[src/rtl/l_reader_arbiter.sv]
// l_reader_arbiter
//   Shares one l_reader letter recogniser between N_REQ column-stream
//   requesters. A requester is granted the reader for a whole glyph: the
//   reader is restarted, the owner's 3-bit columns are forwarded through a
//   register, and the reader's L output is sampled once the glyph ends. One
//   result per glyph is reported, tagged with the requester index.
//
// Ports
//   clk        in   clock, all state updates on posedge
//   restart_n  in   asynchronous active-low reset
//   req        in   [N_REQ]    requester i has a glyph to send
//   col_valid  in   [N_REQ]    column slice i is valid
//   col_bits   in   [3*N_REQ]  column for requester i at [3i+2:3i]
//   col_ready  out  [N_REQ]    column i accepted when valid & ready
//   grant      out  [N_REQ]    one-hot current owner, 0 when idle
//   rd_bits    out  [3]        registered column to the shared reader
//   rd_restart out             synchronous restart to the reader
//   rd_L       in              L output of the shared reader
//   done_valid out             one-cycle result pulse
//   done_id    out  [ID_W]     requester index of the result
//   done_L     out             glyph recognised as L
//   done_err   out             glyph aborted (done_L is then 0)
module l_reader_arbiter #(
  parameter int N_REQ    = 2,
  parameter int ID_W     = 1,
  parameter int MAX_COLS = 8,
  parameter int RES_LAT  = 1
) (
  input  logic               clk,
  input  logic               restart_n,
  input  logic [N_REQ-1:0]   req,
  input  logic [N_REQ-1:0]   col_valid,
  input  logic [3*N_REQ-1:0] col_bits,
  output logic [N_REQ-1:0]   col_ready,
  output logic [N_REQ-1:0]   grant,
  output logic [2:0]         rd_bits,
  output logic               rd_restart,
  input  logic               rd_L,
  output logic               done_valid,
  output logic [ID_W-1:0]    done_id,
  output logic               done_L,
  output logic               done_err
);

  localparam logic [2:0] ST_IDLE   = 3'd0;
  localparam logic [2:0] ST_PRIME  = 3'd1;
  localparam logic [2:0] ST_STREAM = 3'd2;
  localparam logic [2:0] ST_WAIT   = 3'd3;
  localparam logic [2:0] ST_REPORT = 3'd4;

  localparam int SEL_W = (N_REQ > 1) ? $clog2(N_REQ) : 1;
  localparam int CNT_W = $clog2(MAX_COLS + 2);
  localparam int LAT_W = (RES_LAT > 1) ? $clog2(RES_LAT + 1) : 1;

  logic [2:0]       state_reg, state_next;
  logic [N_REQ-1:0] grant_reg, grant_next;
  logic [ID_W-1:0]  owner_reg, owner_next;
  logic [ID_W-1:0]  last_owner_reg, last_owner_next;
  logic [2:0]       rd_bits_reg, rd_bits_next;
  logic [CNT_W-1:0] nb_cnt_reg, nb_cnt_next;
  logic [LAT_W-1:0] lat_cnt_reg, lat_cnt_next;
  logic             done_valid_reg, done_valid_next;
  logic [ID_W-1:0]  done_id_reg, done_id_next;
  logic             done_L_reg, done_L_next;
  logic             done_err_reg, done_err_next;

  // Owner's view of the request lines, selected by the one-hot grant.
  logic [2:0]       masked_bits [N_REQ];
  logic [2:0]       own_bits;
  logic             own_valid;
  logic             own_req;

  genvar gi;
  generate
    for (gi = 0; gi < N_REQ; gi++) begin : g_mask
      assign masked_bits[gi] = grant_reg[gi] ? col_bits[3*gi +: 3] : 3'b000;
    end
  endgenerate

  always_comb begin
    own_bits = 3'b000;
    for (int i = 0; i < N_REQ; i++) begin
      own_bits = own_bits | masked_bits[i];
    end
  end

  assign own_valid = |(col_valid & grant_reg);
  assign own_req   = |(req & grant_reg);

  // Round-robin pick: first set req strictly after last_owner, wrapping.
  // Offsets are scanned from farthest to nearest so the nearest one wins.
  logic             pick_found;
  logic [ID_W-1:0]  pick_idx;
  logic [N_REQ-1:0] pick_onehot;
  int               pick_pos;

  always_comb begin
    pick_found = 1'b0;
    pick_idx   = '0;
    pick_pos   = 0;
    for (int k = N_REQ; k >= 1; k--) begin
      pick_pos = (int'(last_owner_reg) + k) % N_REQ;
      if (req[pick_pos[SEL_W-1:0]]) begin
        pick_found = 1'b1;
        pick_idx   = ID_W'(pick_pos);
      end
    end
  end

  generate
    for (gi = 0; gi < N_REQ; gi++) begin : g_pick
      assign pick_onehot[gi] = pick_found && (pick_idx == ID_W'(gi));
    end
  endgenerate

  always_comb begin
    state_next      = state_reg;
    grant_next      = grant_reg;
    owner_next      = owner_reg;
    last_owner_next = last_owner_reg;
    rd_bits_next    = 3'b000;
    nb_cnt_next     = nb_cnt_reg;
    lat_cnt_next    = lat_cnt_reg;
    done_valid_next = 1'b0;
    done_id_next    = done_id_reg;
    done_L_next     = done_L_reg;
    done_err_next   = done_err_reg;

    case (state_reg)
      ST_IDLE: begin
        if (pick_found) begin
          grant_next = pick_onehot;
          owner_next = pick_idx;
          state_next = ST_PRIME;
        end
      end

      ST_PRIME: begin
        nb_cnt_next = '0;
        state_next  = ST_STREAM;
      end

      ST_STREAM: begin
        // The reader cannot stall, so a missing column mid-glyph, an
        // over-long glyph or a withdrawn request all abort the glyph.
        if (!own_req) begin
          state_next      = ST_REPORT;
          done_valid_next = 1'b1;
          done_id_next    = owner_reg;
          done_L_next     = 1'b0;
          done_err_next   = 1'b1;
        end else if (own_valid) begin
          if (own_bits == 3'b000) begin
            // Leading blanks are forwarded; a blank after data ends the glyph.
            if (nb_cnt_reg != '0) begin
              state_next   = ST_WAIT;
              lat_cnt_next = '0;
            end
          end else if (nb_cnt_reg == CNT_W'(MAX_COLS)) begin
            state_next      = ST_REPORT;
            done_valid_next = 1'b1;
            done_id_next    = owner_reg;
            done_L_next     = 1'b0;
            done_err_next   = 1'b1;
          end else begin
            nb_cnt_next  = nb_cnt_reg + CNT_W'(1);
            rd_bits_next = own_bits;
          end
        end else if (nb_cnt_reg != '0) begin
          state_next      = ST_REPORT;
          done_valid_next = 1'b1;
          done_id_next    = owner_reg;
          done_L_next     = 1'b0;
          done_err_next   = 1'b1;
        end
      end

      ST_WAIT: begin
        if (lat_cnt_reg == LAT_W'(RES_LAT - 1)) begin
          state_next      = ST_REPORT;
          done_valid_next = 1'b1;
          done_id_next    = owner_reg;
          done_L_next     = rd_L;
          done_err_next   = 1'b0;
        end else begin
          lat_cnt_next = lat_cnt_reg + LAT_W'(1);
        end
      end

      ST_REPORT: begin
        last_owner_next = owner_reg;
        grant_next      = '0;
        state_next      = ST_IDLE;
      end

      default: begin
        grant_next = '0;
        state_next = ST_IDLE;
      end
    endcase
  end

  always_ff @(posedge clk or negedge restart_n) begin
    if (!restart_n) begin
      state_reg      <= ST_IDLE;
      grant_reg      <= '0;
      owner_reg      <= '0;
      last_owner_reg <= ID_W'(N_REQ - 1);
      rd_bits_reg    <= 3'b000;
      nb_cnt_reg     <= '0;
      lat_cnt_reg    <= '0;
      done_valid_reg <= 1'b0;
      done_id_reg    <= '0;
      done_L_reg     <= 1'b0;
      done_err_reg   <= 1'b0;
    end else begin
      state_reg      <= state_next;
      grant_reg      <= grant_next;
      owner_reg      <= owner_next;
      last_owner_reg <= last_owner_next;
      rd_bits_reg    <= rd_bits_next;
      nb_cnt_reg     <= nb_cnt_next;
      lat_cnt_reg    <= lat_cnt_next;
      done_valid_reg <= done_valid_next;
      done_id_reg    <= done_id_next;
      done_L_reg     <= done_L_next;
      done_err_reg   <= done_err_next;
    end
  end

  // The reader is held in restart for the whole IDLE and PRIME period, which
  // gives it at least two restart cycles between glyphs.
  assign rd_restart = (state_reg == ST_IDLE) || (state_reg == ST_PRIME);
  assign col_ready  = (state_reg == ST_STREAM) ? grant_reg : '0;
  assign grant      = grant_reg;
  assign rd_bits    = rd_bits_reg;
  assign done_valid = done_valid_reg;
  assign done_id    = done_id_reg;
  assign done_L     = done_L_reg;
  assign done_err   = done_err_reg;

endmodule

[config.mk]
export PLATFORM = sky130hd
export DESIGN_NAME = l_reader_arbiter
export DESIGN_NICKNAME = d
export VERILOG_FILES = /design/src/rtl/l_reader_arbiter.sv
export SDC_FILE = /design/constraint.sdc
export NUM_CORES = 1
export LEC_CHECK = 0
export ABC_AREA = 1
export CAP_MARGIN = 10
export CELL_PAD_IN_SITES_DETAIL_PLACEMENT = 0
export CELL_PAD_IN_SITES_GLOBAL_PLACEMENT = 1
export CORE_MARGIN = 3
export CORE_UTILIZATION = 34
export DETAILED_ROUTE_END_ITERATION = 8
export PLACE_DENSITY_LB_ADDON = 0.08
export SKIP_LAST_GASP = 1
export SLEW_MARGIN = 20
export SYNTH_ARGS = -nofsm -noshare
export SYNTH_HDL_FRONTEND = slang
export SYNTH_SLANG_ARGS = --single-unit
[constraint.sdc]
create_clock -name clk -period 1.9 [get_ports clk]
set_clock_uncertainty 0.1 [all_clocks]
set_input_delay 0.57 -clock clk [delete_from_list [all_inputs] [get_ports clk]]
set_output_delay 0.57 -clock clk [all_outputs]
set_load 0.03 [all_outputs]
==> summary.md, run 1 <==
| Metric | Value |
|---|---|
| Vias in the first global route | 923 |
| Row count | 19 |
| CTS clk-pin slew, worst paths | 0.12 ns |
| Switching power | 0.899 mW |
| Largest delay share family, worst path | flip-flops |
| CP required | 1.23 ns |
| Gr usage total | 14.5% |
| Sequential share of power | 29.4% |
| Cell internal pwr | 1.08 mW |
| Worst hold slack | 0.400 ns |
| Non-Filler Instances | 218 |
| Wire per inst | 11.0 µm |
| F_max | 544 MHz |
| H-tree depth | 1 |
| Slew Limit Fails | 0 |
| Slew @ Worst Pin | 0.402 ns |
| Clk root buf | clkbuf_4 |
| Final Setup Violations | 0 |
| Register area | 453 µm² |
| Pleak | 0.780 nW |
| TritonRoute pass-1 iters | 4 |
| Cell taking the most area after synthesis | dfrtp_1 |
| Multi-input gate area | 503 µm² |
| Post-synth top area share | 42.1% |
| Avg Vias per Cell | 4.52 |
| Worst slack at placement | -0.136 ns |
| Die H | 60.5 µm |
| Gate Count Post-Synth | 142 |
| Peak supply drop | 0.901 mV |
| Worst endpoint data arrival time | 1.17 ns |
| CP Buf/Inv Count | 3 |
| Mapped Nets | 157 |
| Sequential area share after synthesis | 44.7% |
| Area of the mapped netlist | 0.00101 mm² |
| Nets | 203 |
| Status | finished clean |
| Routed Antenna Nets | 0 |
| Cell area after placement | 0.00138 mm² |
| Hold crit path type | reg -> reg |
| IO Pins | 25 |
| Post-DP HPWL | 1.90 mm |
| Fin. Hold Viols | 0 |
| Final WL | 2.39 mm |
| Util after Layout | 52.9% |
| Post-route DRC | 0 |
| Initial core utilization | 36.3% |
| Seq cells post-synth | 18 |
| YS warnings | 0 |
| CTS buffer count | 3 |
| Crit path largest cell delay | 0.41 ns |
| Crit end category | primary output |
| CTS Buffer Depth | 2 |
| Sw frac | 45.4% |
| Avg Cell Area, Syn | 7.11 µm² |
| RSZ-0062 raised after global routing | false |
| Final setup margin | 0.0617 ns |
| CTS tree | yes |
| Total core area | 0.00278 mm² |
| Critical Path Fanout Max | 6 |
| Final Cell Area | 0.00147 mm² |
| Slew HR | 73.1% |
| Cell total after placement | 209 |
| Area grow syn2layout | 45.7% |
| Post-layout min period | 1.84 ns |
| Layout cell share with drive strength beyond 1 | 23.0% |
| CP max stage cell | dfrtp_1 |
| Total clock sinks | 18 |
| Antenna cells | 0 |
| Max reg flops | 4 |
| Largest net degree at the start of global routing | 13 |
| PwrDens | 1350 mW/mm² |
| Startpoint Class | flop |
| Tot Pwr | 1.98 mW |
| Initial antenna violation count | 0 |
| Gpl congestion | 0.752 |
| Worst-Skew Late Latency | 0.30 ns |
| Top area cells in the synthesized netlist | dfrtp_1 (42%), nand2_1 (19%), nor2_1 (6.7%), inv_1 (6.3%), nand3_1 (4.5%) |
| Fillers | 276 |
| First-pass GRT wire length | 3.92 mm |
| Setup Total Neg Slack | 0 ns |
| Max-cap violations | 0 |
| Chip width | 60.5 µm |
| Crit path cell chain | buf_4 > inv_1 > nor2_4 > buf_6 |
| Full die area | 0.00366 mm² |
| Post-CTS Hold Fix Bufs | 0 |
| CP Class | reg -> out |
| Input/output buffers | 24 |
| Period utilization | 96.8% |
| Gate power share | 58.0% |
| First-iteration detailed-routing DRC count | 30 |
| DR vias | 985 |
| Clk pwr share | 12.7% |
| Total gr overflow | 0 |
| Post-synth cell types | 19 |
-- path summary, 6_finish.rpt --
check,to,slack [ns],from,cells past startpoint
max,col_ready[1],0.06,grant[1],4
min,done_id,0.40,owner_reg,2
max reg2reg,state_reg[1],0.33,nb_cnt_reg[0],10
min reg2reg,done_id,0.40,owner_reg,2
max in group asynchronous,state_reg[1],0.85,restart_n,2
min in group asynchronous,grant[0],0.44,restart_n,1
-- synth_stat cells --
cell type / instances
a21oi_1: 3
dfstp_2: 1
xor2_1: 1
a31oi_1: 1
a21oi_2: 1
nand3_2: 1
inv_2: 3
xnor2_1: 1
nor2_1: 18
dfrtp_1: 17
nand2_1: 51
nand2_2: 4
nand4_1: 1
o21ai_0: 7
nand3_1: 9
nor2_2: 3
inv_1: 17
ha_1: 2
nor2_4: 1
-- what timing repair did --
action                                  4_1_cts  5_1_grt
gates resized for setup                      10        7
pin swaps                                     0        1
cloned                                        0        0
buffers inserted                              3        2
endpoints found under the setup margin       11        3
-- cell type report --
class,count,area share [%]
multi-input cells,104,34.2
well taps,31,2.64
repair buffers,41,24.8
flip-flops and latches,18,30.8
clock buffers,4,2.47
inverters,20,5.10
-- kinds of logic after synthesis --
family | synth area share [%]
flops | 44.7
simple gates | 37.2
fa+ha+maj | 2.48
buf+inv | 7.43
xor+xnor | 1.74
compound gates | 6.44
-- cells in the final DEF, fill, tap and decap left out --
cell type / n
dfstp_2: 1
nand2_2: 4
a21oi_2: 1
inv_1: 16
a31oi_1: 1
nor2_4: 2
dfrtp_1: 16
nand2_1: 51
nor2_1: 15
nor2_2: 5
buf_12: 1
xnor2_1: 1
nand3_4: 1
ha_1: 2
nand3_1: 9
clkbuf_4: 3
clkbuf_8: 1
xor2_1: 1
buf_4: 18
a21oi_1: 3
o21ai_0: 7
dlygate4sd2_1: 9
nand4_1: 1
buf_6: 1
dfrtp_2: 1
clkdlybuf4s50_1: 12
inv_2: 4
-- worst register-to-register path, delay by kind of cell, from the launching register on --
kind | cells | cell delay [ns]
adders and majority gates | 1 | 0.23
and+or+nand+nor | 8 | 0.65
buffers and inverters | 1 | 0.06
DFF | 1 | 0.43
-- power by group through the flow --
stage	combinational [mW]	clock, mW	sequential [mW]
after floorplan	0.527	0	0.713
after global placement	1.08	0	0.589
after detailed placement	1.08	0	0.591
after CTS	1.11	0.256	0.576
after global routing	1.27	0.272	0.600
final	1.15	0.251	0.582
-- routing by layer --
metal	vias to the layer above	global-route usage, %	routed length (µm)
met4	0	4.64	16
met5	-	0	0
li1	529	-	-
met1	442	18.7	1150
met2	12	23.8	1130
met3	2	3.83	95
(Power assumes the default switching activity.)
==> run 2: changes to the inputs <==
--- a/config.mk
+++ b/config.mk
@@ -6,7 +6,6 @@
 export NUM_CORES = 1
 export LEC_CHECK = 0
 export ABC_AREA = 1
-export CAP_MARGIN = 10
 export CELL_PAD_IN_SITES_DETAIL_PLACEMENT = 0
 export CELL_PAD_IN_SITES_GLOBAL_PLACEMENT = 1
 export CORE_MARGIN = 3
@@ -18,3 +17,4 @@
 export SYNTH_ARGS = -nofsm -noshare
 export SYNTH_HDL_FRONTEND = slang
 export SYNTH_SLANG_ARGS = --single-unit
+export TNS_END_PERCENT = 50
==> run 2 against run 1 <==
Against the previous run: the flow now finishes with violations (setup timing); sequential share of layout area is 0.88 points higher; clock power hardly changed; core utilization is 1.6 points lower; hold slack worse by 0.0013 ns; clock-buffer cell count stayed put; critical path depth is 3 lower; critical path type unchanged; critical endpoint is now done_valid; largest cell class unchanged; largest power group unchanged.
==> summary.md, run 2 (same netlist as run 1, synthesis figures left out) <==
| Metric | Value |
|---|---|
| Post-CTS Hold Fix Bufs | 0 (unchanged) |
| RSZ-0062 raised after global routing | true (was false) |
| CP Class | reg -> out (unchanged) |
| Cell total after placement | 209 (unchanged) |
| Commonest cells after routing, fill and taps aside | nand2_1 (51), nor2_1 (18), inv_1 (17), dfrtp_1 (17) (was nand2_1 (51), buf_4 (18), inv_1 (16), dfrtp_1 (16), nor2_1 (15)) |
| Largest delay share family, worst path | buffers and inverters (was flip-flops) |
| Util after Layout | 51.3% (was 52.9%) |
| Max-cap violations | 0 (unchanged) |
| Register area | 452 µm² (was 453 µm²) |
| Status | finished with violations (was finished clean) |
| DR vias | 958 (was 985) |
| Hold crit path type | reg -> reg (unchanged) |
| CTS buffer count | 3 (unchanged) |
| Fillers | 279 (was 276) |
| Critical Path Fanout Max | 1 (was 6) |
| First-pass GRT wire length | 3.82 mm (was 3.92 mm) |
| Wire per inst | 10.9 µm (was 11.0 µm) |
| Die H | 60.5 µm (unchanged) |
| Gr usage total | 14.2% (was 14.5%) |
| Vias in the first global route | 898 (was 923) |
| Total gr overflow | 0 (unchanged) |
| Final WL | 2.33 mm (was 2.39 mm) |
| Post-route DRC | 0 (unchanged) |
| CTS clk-pin slew, worst paths | 0.11 ns (was 0.12 ns) |
| H-tree depth | 1 (unchanged) |
| Period utilization | 104% (was 96.8%) |
| F_max | 508 MHz (was 544 MHz) |
| Pleak | 0.776 nW (was 0.780 nW) |
| Slew HR | 73.1% (about the same) |
| Avg Vias per Cell | 4.50 (was 4.52) |
| Initial antenna violation count | 0 (unchanged) |
| Input/output buffers | 24 (unchanged) |
| Total clock sinks | 18 (unchanged) |
| CTS tree | yes (unchanged) |
| TritonRoute pass-1 iters | 4 (unchanged) |
| Slew @ Worst Pin | 0.403 ns (was 0.402 ns) |
| Area grow syn2layout | 41.3% (was 45.7%) |
| CP Buf/Inv Count | 1 (was 3) |
| Most common library cell in the layout ignoring fill and taps | nand2_1 (unchanged) |
| Multi-input gate area | 490 µm² (was 503 µm²) |
| CP required | 1.23 ns (about the same) |
| CP max stage cell | clkdlybuf4s50_1 (was dfrtp_1) |
| PwrDens | 1320 mW/mm² (was 1350 mW/mm²) |
| Layout cell share with drive strength beyond 1 | 18.1% (was 23.0%) |
| Crit path largest cell delay | 0.66 ns (was 0.41 ns) |
| Fin. Hold Viols | 0 (unchanged) |
| Cell area after placement | 0.00138 mm² (unchanged) |
| Post-layout min period | 1.97 ns (was 1.84 ns) |
| Peak supply drop | 0.842 mV (was 0.901 mV) |
| Total core area | 0.00278 mm² (unchanged) |
| Routed Antenna Nets | 0 (unchanged) |
| Post_cts resized | 5 (was 10) |
| Final Cell Area | 0.00143 mm² (was 0.00147 mm²) |
| IO Pins | 25 (unchanged) |
| Row count | 19 (unchanged) |
| Non-Filler Instances | 213 (was 218) |
| Post-DP HPWL | 1.90 mm (unchanged) |
| Startpoint Class | flop (unchanged) |
| Nets | 198 (was 203) |
| Chip width | 60.5 µm (unchanged) |
| Violated checks | setup timing |
| CTS Buffer Depth | 2 (unchanged) |
| Crit end category | primary output (unchanged) |
| Clk root buf | clkbuf_4 (unchanged) |
| Full die area | 0.00366 mm² (unchanged) |
| Max reg flops | 4 (unchanged) |
| Final Setup Violations | 4 (was 0) |
| Tot Pwr | 1.88 mW (was 1.98 mW) |
| Initial core utilization | 36.3% (unchanged) |
| First-iteration detailed-routing DRC count | 35 (was 30) |
| Setup Fix Bufs, Post-CTS | 0 (was 3) |
| Crit path cell chain | clkdlybuf4s50_1 (was buf_4 > inv_1 > nor2_4 > buf_6) |
| Worst endpoint data arrival time | 1.30 ns (was 1.17 ns) |
| Gpl congestion | 0.752 (unchanged) |
| Largest net degree at the start of global routing | 13 (unchanged) |
| Final setup margin | -0.0690 ns (was 0.0617 ns) |
| Slew Limit Fails | 0 (unchanged) |
| Antenna cells | 0 (unchanged) |
| Worst-Skew Late Latency | 0.30 ns (about the same) |
==> run 2: cell types whose count changed in the layout (fill, tap and decap cells not counted), moves of 2 or more <==
cell,change
nor2_1,+3
nor2_2,-2
buf_4,-4
clkdlybuf4s50_1,+2
dlygate4sd2_1,-4
dlymetal6s2s_1,+2
==> run 2: final timing paths <==
kind	start	end	slack, ns	depth (start not counted)
worst max-delay path	done_valid	done_valid	-0.07	1
worst min-delay path	state_reg[2]	last_owner_reg	0.40	1
worst max register to register	nb_cnt_reg[0]	state_reg[1]	0.33	9
worst min register to register	state_reg[2]	last_owner_reg	0.40	1
max in group asynchronous	restart_n	nb_cnt_reg[1]	0.86	2
min in group asynchronous	restart_n	grant[0]	0.45	1
==> run 2: layout make-up <==
cell class                      count  share of cell area, %
Multi-Input combinational cell    104                   34.4
Timing Repair Buffer               36                   23.4
Inverter                           20                   5.26
Tap cell                           31                   2.72
Clock buffer                        4                   2.54
Sequential cell                    18                   31.7
==> run 2: metrics by stage <==
| stage | hold WS, ns | setup WS (ns) | setup TNS (ns) |
|---|---|---|---|
| after floorplan | 0.174 | 0.145 | 0 |
| after global placement | 0.379 | -0.0781 | -0.429 |
| after detailed placement | 0.379 | -0.136 | -0.678 |
| after CTS | 0.406 | -0.0973 | -0.488 |
| after global routing | 0.432 | -0.121 | -0.425 |
| final | 0.399 | -0.0690 | -0.149 |
==> run 2: report_power, final <==
part	total, mW	leakage (nW)	switching, mW	internal, mW
logic	1.05	0.520	0.647	0.402
registers	0.585	0.235	0.0813	0.504
clock network	0.250	0.0210	0.133	0.117
total	1.88	0.776	0.861	1.02
==> run 2: per-layer routing <==
| metal | vias up | global-route usage [%] | wire (µm) |
|---|---|---|---|
| li1 | 516 | - | - |
| met1 | 428 | 18.3 | 1130 |
| met2 | 12 | 23.1 | 1100 |
| met3 | 2 | 3.83 | 89 |
| met4 | 0 | 4.64 | 17 |
| met5 | - | 0 | 0 |
